<file path="src/rtl/pc_sequencer_if.sv">
// -----------------------------------------------------------------------------
// pc_sequencer_if
// Purpose : bundles the control inputs and status/PC-control outputs of the
//           pc_sequencer block into one interface.
// Modports:
//   master - drives start, halt_req, stall, op_valid, op_kind, cond_true;
//            observes pc_ctl, pc_latch_data, fetch_en, branch_taken, busy,
//            halted, instr_count.
//   slave  - the sequencer side (directions mirrored).
// Parameter:
//   CNT_BITS - width of instr_count; must match the sequencer's CNT_BITS.
// -----------------------------------------------------------------------------
interface pc_sequencer_if #(
    parameter int CNT_BITS = 16
);
    logic                start;
    logic                halt_req;
    logic                stall;
    logic                op_valid;
    logic [1:0]          op_kind;
    logic                cond_true;
    logic [1:0]          pc_ctl;
    logic                pc_latch_data;
    logic                fetch_en;
    logic                branch_taken;
    logic                busy;
    logic                halted;
    logic [CNT_BITS-1:0] instr_count;

    modport master (
        output start, halt_req, stall, op_valid, op_kind, cond_true,
        input  pc_ctl, pc_latch_data, fetch_en, branch_taken, busy, halted,
               instr_count
    );

    modport slave (
        input  start, halt_req, stall, op_valid, op_kind, cond_true,
        output pc_ctl, pc_latch_data, fetch_en, branch_taken, busy, halted,
               instr_count
    );
endinterface

</file>
<file path="src/rtl/pc_sequencer.sv">
// -----------------------------------------------------------------------------
// pc_sequencer
// Purpose : instruction sequencer FSM (IDLE/FETCH/DECODE/UPDATE/HALT) that
//           generates PC source select and update strobe, instruction fetch
//           enable and status flags.
// Ports   :
//   clka   - system clock, rising edge
//   reset  - asynchronous, active-low reset
//   bus    - pc_sequencer_if.slave:
//              in : start, halt_req, stall, op_valid, op_kind[1:0], cond_true
//              out: pc_ctl[1:0], pc_latch_data, fetch_en, branch_taken, busy,
//                   halted, instr_count[CNT_BITS-1:0]
// Parameters:
//   PC_BITS  - width of the PC / branch-target fields being controlled
//   CNT_BITS - width of the retired-instruction counter
// Build option:
//   PC_SEQ_PERF_CNT_EN - when defined, instr_count counts UPDATE cycles
//                        (wrapping); otherwise it is constant 0 and no
//                        counter register exists.
// All outputs are decoded from registered state only.
// -----------------------------------------------------------------------------
module pc_sequencer #(
    parameter int PC_BITS  = 6,
    parameter int CNT_BITS = 16
) (
    input  logic          clka,
    input  logic          reset,
    pc_sequencer_if.slave bus
);

    localparam logic [1:0] PC_HOLD = 2'b00;
    localparam logic [1:0] PC_INC  = 2'b01;
    localparam logic [1:0] PC_IMM  = 2'b10;
    localparam logic [1:0] PC_SR1  = 2'b11;

    localparam logic [1:0] OP_SEQ  = 2'b00;
    localparam logic [1:0] OP_BR   = 2'b01;
    localparam logic [1:0] OP_JMP  = 2'b10;
    localparam logic [1:0] OP_HALT = 2'b11;

    // The sequencer only selects PC sources; the PC itself lives elsewhere.
    // Reject a degenerate PC width at elaboration time.
    if (PC_BITS < 1) begin : g_pc_bits_check
        $error("pc_sequencer: PC_BITS must be at least 1");
    end

    typedef enum logic [2:0] {
        ST_IDLE   = 3'd0,
        ST_FETCH  = 3'd1,
        ST_DECODE = 3'd2,
        ST_UPDATE = 3'd3,
        ST_HALT   = 3'd4
    } state_t;

    state_t     r_state;
    state_t     w_state_next;
    logic       r_halt_pend;
    logic       w_halt_pend_next;
    logic [1:0] r_op_kind;
    logic       r_cond_true;
    logic       w_op_capture;

    logic [1:0] w_pc_ctl;
    logic       w_pc_latch_data;
    logic       w_fetch_en;
    logic       w_branch_taken;
    logic       w_busy;
    logic       w_halted;

    // ------------------------------------------------------------------
    // State, halt-pending flag and captured opcode fields
    // ------------------------------------------------------------------
    always_ff @(posedge clka or negedge reset) begin
        if (!reset) begin
            r_state     <= ST_IDLE;
            r_halt_pend <= 1'b0;
            r_op_kind   <= 2'b00;
            r_cond_true <= 1'b0;
        end else begin
            r_state     <= w_state_next;
            r_halt_pend <= w_halt_pend_next;
            if (w_op_capture) begin
                r_op_kind   <= bus.op_kind;
                r_cond_true <= bus.cond_true;
            end
        end
    end

    // ------------------------------------------------------------------
    // Next-state logic and state-decoded outputs
    // ------------------------------------------------------------------
    always_comb begin
        w_state_next    = r_state;
        w_op_capture    = 1'b0;
        w_pc_ctl        = PC_HOLD;
        w_pc_latch_data = 1'b0;
        w_fetch_en      = 1'b0;
        w_branch_taken  = 1'b0;
        w_busy          = 1'b0;
        w_halted        = 1'b0;

        case (r_state)
            ST_IDLE: begin
                if (bus.start) begin
                    w_state_next = ST_FETCH;
                end
            end

            ST_FETCH: begin
                w_busy     = 1'b1;
                // A pending halt suppresses the fetch and wins over stall.
                w_fetch_en = !r_halt_pend;
                if (r_halt_pend) begin
                    w_state_next = ST_HALT;
                end else if (!bus.stall) begin
                    w_state_next = ST_DECODE;
                end
            end

            ST_DECODE: begin
                w_busy = 1'b1;
                if (bus.op_valid) begin
                    w_op_capture = 1'b1;
                    // A halt opcode never reaches UPDATE, so the PC is untouched.
                    w_state_next = (bus.op_kind == OP_HALT) ? ST_HALT : ST_UPDATE;
                end
            end

            ST_UPDATE: begin
                w_busy          = 1'b1;
                w_pc_latch_data = 1'b1;
                case (r_op_kind)
                    OP_SEQ:  w_pc_ctl = PC_INC;
                    OP_BR:   w_pc_ctl = r_cond_true ? PC_IMM : PC_INC;
                    OP_JMP:  w_pc_ctl = PC_SR1;
                    default: w_pc_ctl = PC_INC;
                endcase
                w_branch_taken = w_pc_ctl[1];
                w_state_next   = r_halt_pend ? ST_HALT : ST_FETCH;
            end

            ST_HALT: begin
                w_halted = 1'b1;
                // A simultaneous halt request vetoes the resume.
                if (bus.start && !bus.halt_req) begin
                    w_state_next = ST_FETCH;
                end
            end

            default: begin
                w_state_next = ST_IDLE;
            end
        endcase
    end

    // ------------------------------------------------------------------
    // Halt-pending flag: cleared on entry to HALT (highest priority),
    // set by halt_req while sequencing. Requests in IDLE are ignored, and
    // in HALT the request is already satisfied so it is not re-armed.
    // ------------------------------------------------------------------
    always_comb begin
        w_halt_pend_next = r_halt_pend;
        if ((w_state_next == ST_HALT) && (r_state != ST_HALT)) begin
            w_halt_pend_next = 1'b0;
        end else if (bus.halt_req && (r_state != ST_IDLE) && (r_state != ST_HALT)) begin
            w_halt_pend_next = 1'b1;
        end
    end

    assign bus.pc_ctl        = w_pc_ctl;
    assign bus.pc_latch_data = w_pc_latch_data;
    assign bus.fetch_en      = w_fetch_en;
    assign bus.branch_taken  = w_branch_taken;
    assign bus.busy          = w_busy;
    assign bus.halted        = w_halted;

    // ------------------------------------------------------------------
    // Optional retired-instruction counter (one count per UPDATE cycle)
    // ------------------------------------------------------------------
`ifdef PC_SEQ_PERF_CNT_EN
    logic [CNT_BITS-1:0] r_instr_count;

    always_ff @(posedge clka or negedge reset) begin
        if (!reset) begin
            r_instr_count <= '0;
        end else if (r_state == ST_UPDATE) begin
            r_instr_count <= r_instr_count + CNT_BITS'(1);
        end
    end

    assign bus.instr_count = r_instr_count;
`else
    assign bus.instr_count = '0;
`endif

endmodule
</file>
<file path="src/flat_wrapper.sv">
// flat-port wrapper written by rule: the top's interface ports become plain ports
module pc_sequencer_flat 
#(
    parameter int PC_BITS  = 6,
    parameter int CNT_BITS = 16
)
  (clka, reset, bus_start, bus_halt_req, bus_stall, bus_op_valid, bus_op_kind, bus_cond_true, bus_pc_ctl, bus_pc_latch_data, bus_fetch_en, bus_branch_taken, bus_busy, bus_halted, bus_instr_count);
  pc_sequencer_if #(.CNT_BITS(CNT_BITS)) bus_i ();
  input  logic clka;
  input  logic reset;
  input wire logic [$bits(bus_i.start)-1:0] bus_start;
  input wire logic [$bits(bus_i.halt_req)-1:0] bus_halt_req;
  input wire logic [$bits(bus_i.stall)-1:0] bus_stall;
  input wire logic [$bits(bus_i.op_valid)-1:0] bus_op_valid;
  input wire logic [$bits(bus_i.op_kind)-1:0] bus_op_kind;
  input wire logic [$bits(bus_i.cond_true)-1:0] bus_cond_true;
  output wire logic [$bits(bus_i.pc_ctl)-1:0] bus_pc_ctl;
  output wire logic [$bits(bus_i.pc_latch_data)-1:0] bus_pc_latch_data;
  output wire logic [$bits(bus_i.fetch_en)-1:0] bus_fetch_en;
  output wire logic [$bits(bus_i.branch_taken)-1:0] bus_branch_taken;
  output wire logic [$bits(bus_i.busy)-1:0] bus_busy;
  output wire logic [$bits(bus_i.halted)-1:0] bus_halted;
  output wire logic [$bits(bus_i.instr_count)-1:0] bus_instr_count;
  assign bus_i.start = bus_start;
  assign bus_i.halt_req = bus_halt_req;
  assign bus_i.stall = bus_stall;
  assign bus_i.op_valid = bus_op_valid;
  assign bus_i.op_kind = bus_op_kind;
  assign bus_i.cond_true = bus_cond_true;
  assign bus_pc_ctl = bus_i.pc_ctl;
  assign bus_pc_latch_data = bus_i.pc_latch_data;
  assign bus_fetch_en = bus_i.fetch_en;
  assign bus_branch_taken = bus_i.branch_taken;
  assign bus_busy = bus_i.busy;
  assign bus_halted = bus_i.halted;
  assign bus_instr_count = bus_i.instr_count;
  pc_sequencer #(.PC_BITS(PC_BITS), .CNT_BITS(CNT_BITS)) u_core (.clka(clka), .reset(reset), .bus(bus_i));
endmodule
</file>
<file path="config.mk">
export PLATFORM = sky130hd
export DESIGN_NAME = pc_sequencer_flat
export DESIGN_NICKNAME = d
export VERILOG_FILES = /design/src/rtl/pc_sequencer_if.sv /design/src/rtl/pc_sequencer.sv /design/src/flat_wrapper.sv
export SDC_FILE = /design/constraint.sdc
export NUM_CORES = 1
export LEC_CHECK = 0
export BUFFER_PORTS_ARGS = -buffer_cell sky130_fd_sc_hd__clkbuf_2
export CAP_MARGIN = 20
export CORE_MARGIN = 1
export CORE_UTILIZATION = 41
export CTS_CLUSTER_SIZE = 14
export DETAILED_ROUTE_END_ITERATION = 6
export PLACE_DENSITY = 0.81
export SYNTH_ARGS = -nofsm -noshare
export SYNTH_HDL_FRONTEND = slang
export SYNTH_SLANG_ARGS = --single-unit
</file>
<file path="constraint.sdc">
create_clock -name clka -period 1.25 [get_ports clka]
set_input_delay 0 -clock clka [delete_from_list [all_inputs] [get_ports clka]]
set_output_delay 0 -clock clka [all_outputs]
set_load 0.1 [all_outputs]
</file>
==> out/qor.csv <==
stage,metric,value,unit
global_route,overflow,0,
critical_path,worstRegToRegCells,5,
cells_and_area,final_cell_mix,"conb_1, buf_4, clkbuf_2",
placed_design,place_ws,-0.0303,ns
cells_and_area,layout.cell_area.non_filler,951,µm²
timing,min_period,1.44,ns
placed_design,dp_cells,96,
route,dr.pass1.iters,4,
route,wire_per_inst,14.0,µm
worst_hold_path,min_from,bus_op_kind[1],
critical_path,cp-end-kind,output port,
global_route,antenna_found_initial,0,
timing,grt_setup_unrepaired,yes,
route,final_antenna_net_count,0,
die,die_area,0.00148,mm²
timing,hold_viol_final,0,
worst_hold_path,whs_endpoint,u_core.r_op_kind[1]$_DFFE_PN0P_,
timing,fin_hold_ws,0.0383,ns
yosys,synthesis.instances,65,
cells_and_area,area_growth,73.9,%
die,coreArea,0.00117,mm²
clock_network,clkSlewWorstSetupHoldPaths,0.05,ns
placed_design,dp_hpwl,907,µm
timing,fmax,693,MHz
yosys,synth-seq-cells,7,
die,fp.dieH,38.5,µm
yosys,netlist_area,547,µm²
clock_network,ctsHtreeMaxLevel,1,
die,num_io_pins,32,
critical_path,startpoint_type,flip-flop,
route,via_per_inst,4.85,
run_status,violations,setup timing,
global_route,grt_pass1_vias,476,
timing,setup_viol,12,
global_route,use_met2,40.0,%
timing,maxSlewViolCount,0,
cells_and_area,nets,108,
die,start_util,46.7,%
clock_network,cts_sinks,7,
flow_run,drv_cap,0,
global_route,grt_max_degree,8,
cells_and_area,drive_gt1_share,58.3,%
cells_and_area,fin_cells,110,
pwr,p_leak,0.000463,µW
cells_and_area,antenna_cells,0,
placed_design,placed_area,721,µm²
pwr,finalPower,2670,µW
timing,period_share,116,%
critical_path,cp_cell_sequence,and2b_2 -> nand2_2 -> nor3_4 -> buf_12,
global_route,use_met1,24.1,%
worst_hold_path,hp-class,in2reg,
placed_design,port_buffers,15,
placed_design,gp_congestion,0.753,
critical_path,slowest_delay,0.40,ns
global_route,track_usage,21.5,%
global_route,grt.busiest_layer,met2,
critical_path,r2r_end,u_core.r_halt_pend$_DFFE_PN0P_,
yosys,yosysSeqAreaShare,32.0,%
critical_path,critPathArrivalTime,1.44,ns
clock_network,cts_tree,built,
yosys,synth-warning-count,0,
critical_path,cp_slowest_cell,dfrtp_1,
critical_path,path_class,reg2out,
timing,final.setup.worst_slack,-0.194,ns
yosys,syn_avg_cell_area,8.41,µm²
critical_path,cp.required,1.25,ns
cells_and_area,final_common_cell,conb_1,
route,routed_wl,1.54,mm
clock_network,cts-buffers-inserted,3,
critical_path,reg2reg_setup_slack,-0.06,ns
worst_hold_path,whs_path_depth,3,
run_status,status,finished with violations,
route,drc,0,
clock_network,cts_buffer_depth,2,
die,rows,12,
cells_and_area,n_fill_cell,69,
route,drtIter0Drc,9,
clock_network,root_buffer,clkbuf_4,
pwr,power_density,2810,mW/mm²
route,via_count,534,
clock_network,clkLatencyLatePin,0.24,ns
die,die_w,38.5,µm
critical_path,worstReg2RegStart,u_core.r_state[0]$_DFF_PN0_,
global_route,grt_util_met3,3.49,%
critical_path,crit_fanout,3,
pwr,peakVddDrop,0.00181,V
yosys,ys_types,25,
timing,clock_skew,0.00131,ns
global_route,grt_pass1_wl,2.11,mm
[flip-flops by register name, summed over array words and instances (netlist names)]
name	flops
u_core.r_state	3
u_core.r_op_kind	2
u_core.r_cond_true	1
u_core.r_halt_pend	1
[per-layer routing]
| layer | wire length (µm) | part of all wire [%] | vias up |
|---|---|---|---|
| met5 | 0 | 0 | - |
| met4 | 0 | 0 | 0 |
| li1 | - | - | 246 |
| met3 | 72 | 4.7 | 0 |
| met1 | 583 | 38 | 259 |
| met2 | 882 | 57 | 29 |
[kinds of logic after synthesis]
kind of cell | after synthesis | synth area share, %
flops | 7 | 32.0
buf+inv | 22 | 27.5
compound gates | 11 | 14.0
simple gates | 22 | 21.3
fa+ha+maj | 2 | 4.58
other cells | 1 | 0.686
[cell usage after synthesis (all sizes together)]
library cell  count  area share, %
nor2b             1            1.1
a21oi             2            1.8
o21a              1            1.4
nor2              4            2.7
a32oi             2            4.6
nand3             1           0.91
conb              1           0.69
dfrtp             7             32
a31oi             1            1.1
and2b             2            3.0
nor4bb            1            1.8
inv               4            2.7
nor3              1           0.91
ha                2            4.6
nor3b             1            1.4
nand2b            1            1.1
nor4b             1            1.6
a211oi            1            1.4
nand2             8            5.5
and2              1            1.1
buf              18             25
o21ai             4            3.7
[cell type report]
cell class                 instances  area [µm²]  area share (%)
multi-input combinational         51         404            42.5
timing repair buffer              30         312            32.8
sequential                         7         176            18.6
clock buffer                       4        26.3            2.76
tap                               14        17.5            1.84
inverter                           4        15.0            1.58
[how the worst max path moves through the flow]
stage / slack [ns] / endpoint / depth (start not counted) / start
3_3_place_gp: 0.03 / bus_pc_ctl[0] / 5 / u_core.r_op_kind[0]$_DFFE_PN0P_
6_report: -0.19 / bus_branch_taken / 4 / u_core.r_state[2]$_DFF_PN0_
4_1_cts: -0.19 / bus_branch_taken / 3 / u_core.r_op_kind[1]$_DFFE_PN0P_
5_1_grt: -0.25 / bus_branch_taken / 4 / u_core.r_state[2]$_DFF_PN0_
3_5_place_dp: -0.03 / bus_pc_ctl[0] / 5 / u_core.r_op_kind[0]$_DFFE_PN0P_
2_1_floorplan: -0.64 / bus_pc_ctl[1] / 4 / u_core.r_state[2]$_DFF_PN0_
[report_power, final]
part	total [µW]	switching, µW	internal [µW]	leakage [µW]
Combinational	1990	1180	809	0.000364
Sequential	483	146	337	0.0000843
Clock	198	76.4	121	0.0000150
[what timing repair did]
action,4_1_cts,5_1_grt
pin swaps,4,8
gates resized for setup,14,16
setup endpoints to repair,12,13
setup buffers,5,2
hold endpoints to repair,9,0
hold buffers,3,0
[worst max-delay path: cells and delay by family (launching register included)]
family / cells / cell delay, ns
simple gates: 3 / 0.58
buf+inv: 1 / 0.21
flops: 1 / 0.40
[metrics by stage]
step | setup TNS [ns] | util, %
6_report | -1.02 | 81.2
4_1_cts | -1.01 | 74.0
5_1_grt | -1.60 | 81.2
2_1_floorplan | -1.93 | -
3_3_place_gp | 0 | 61.5
3_5_place_dp | -0.116 | 61.5
No activity file was read; power rests on OpenSTA's default activity.
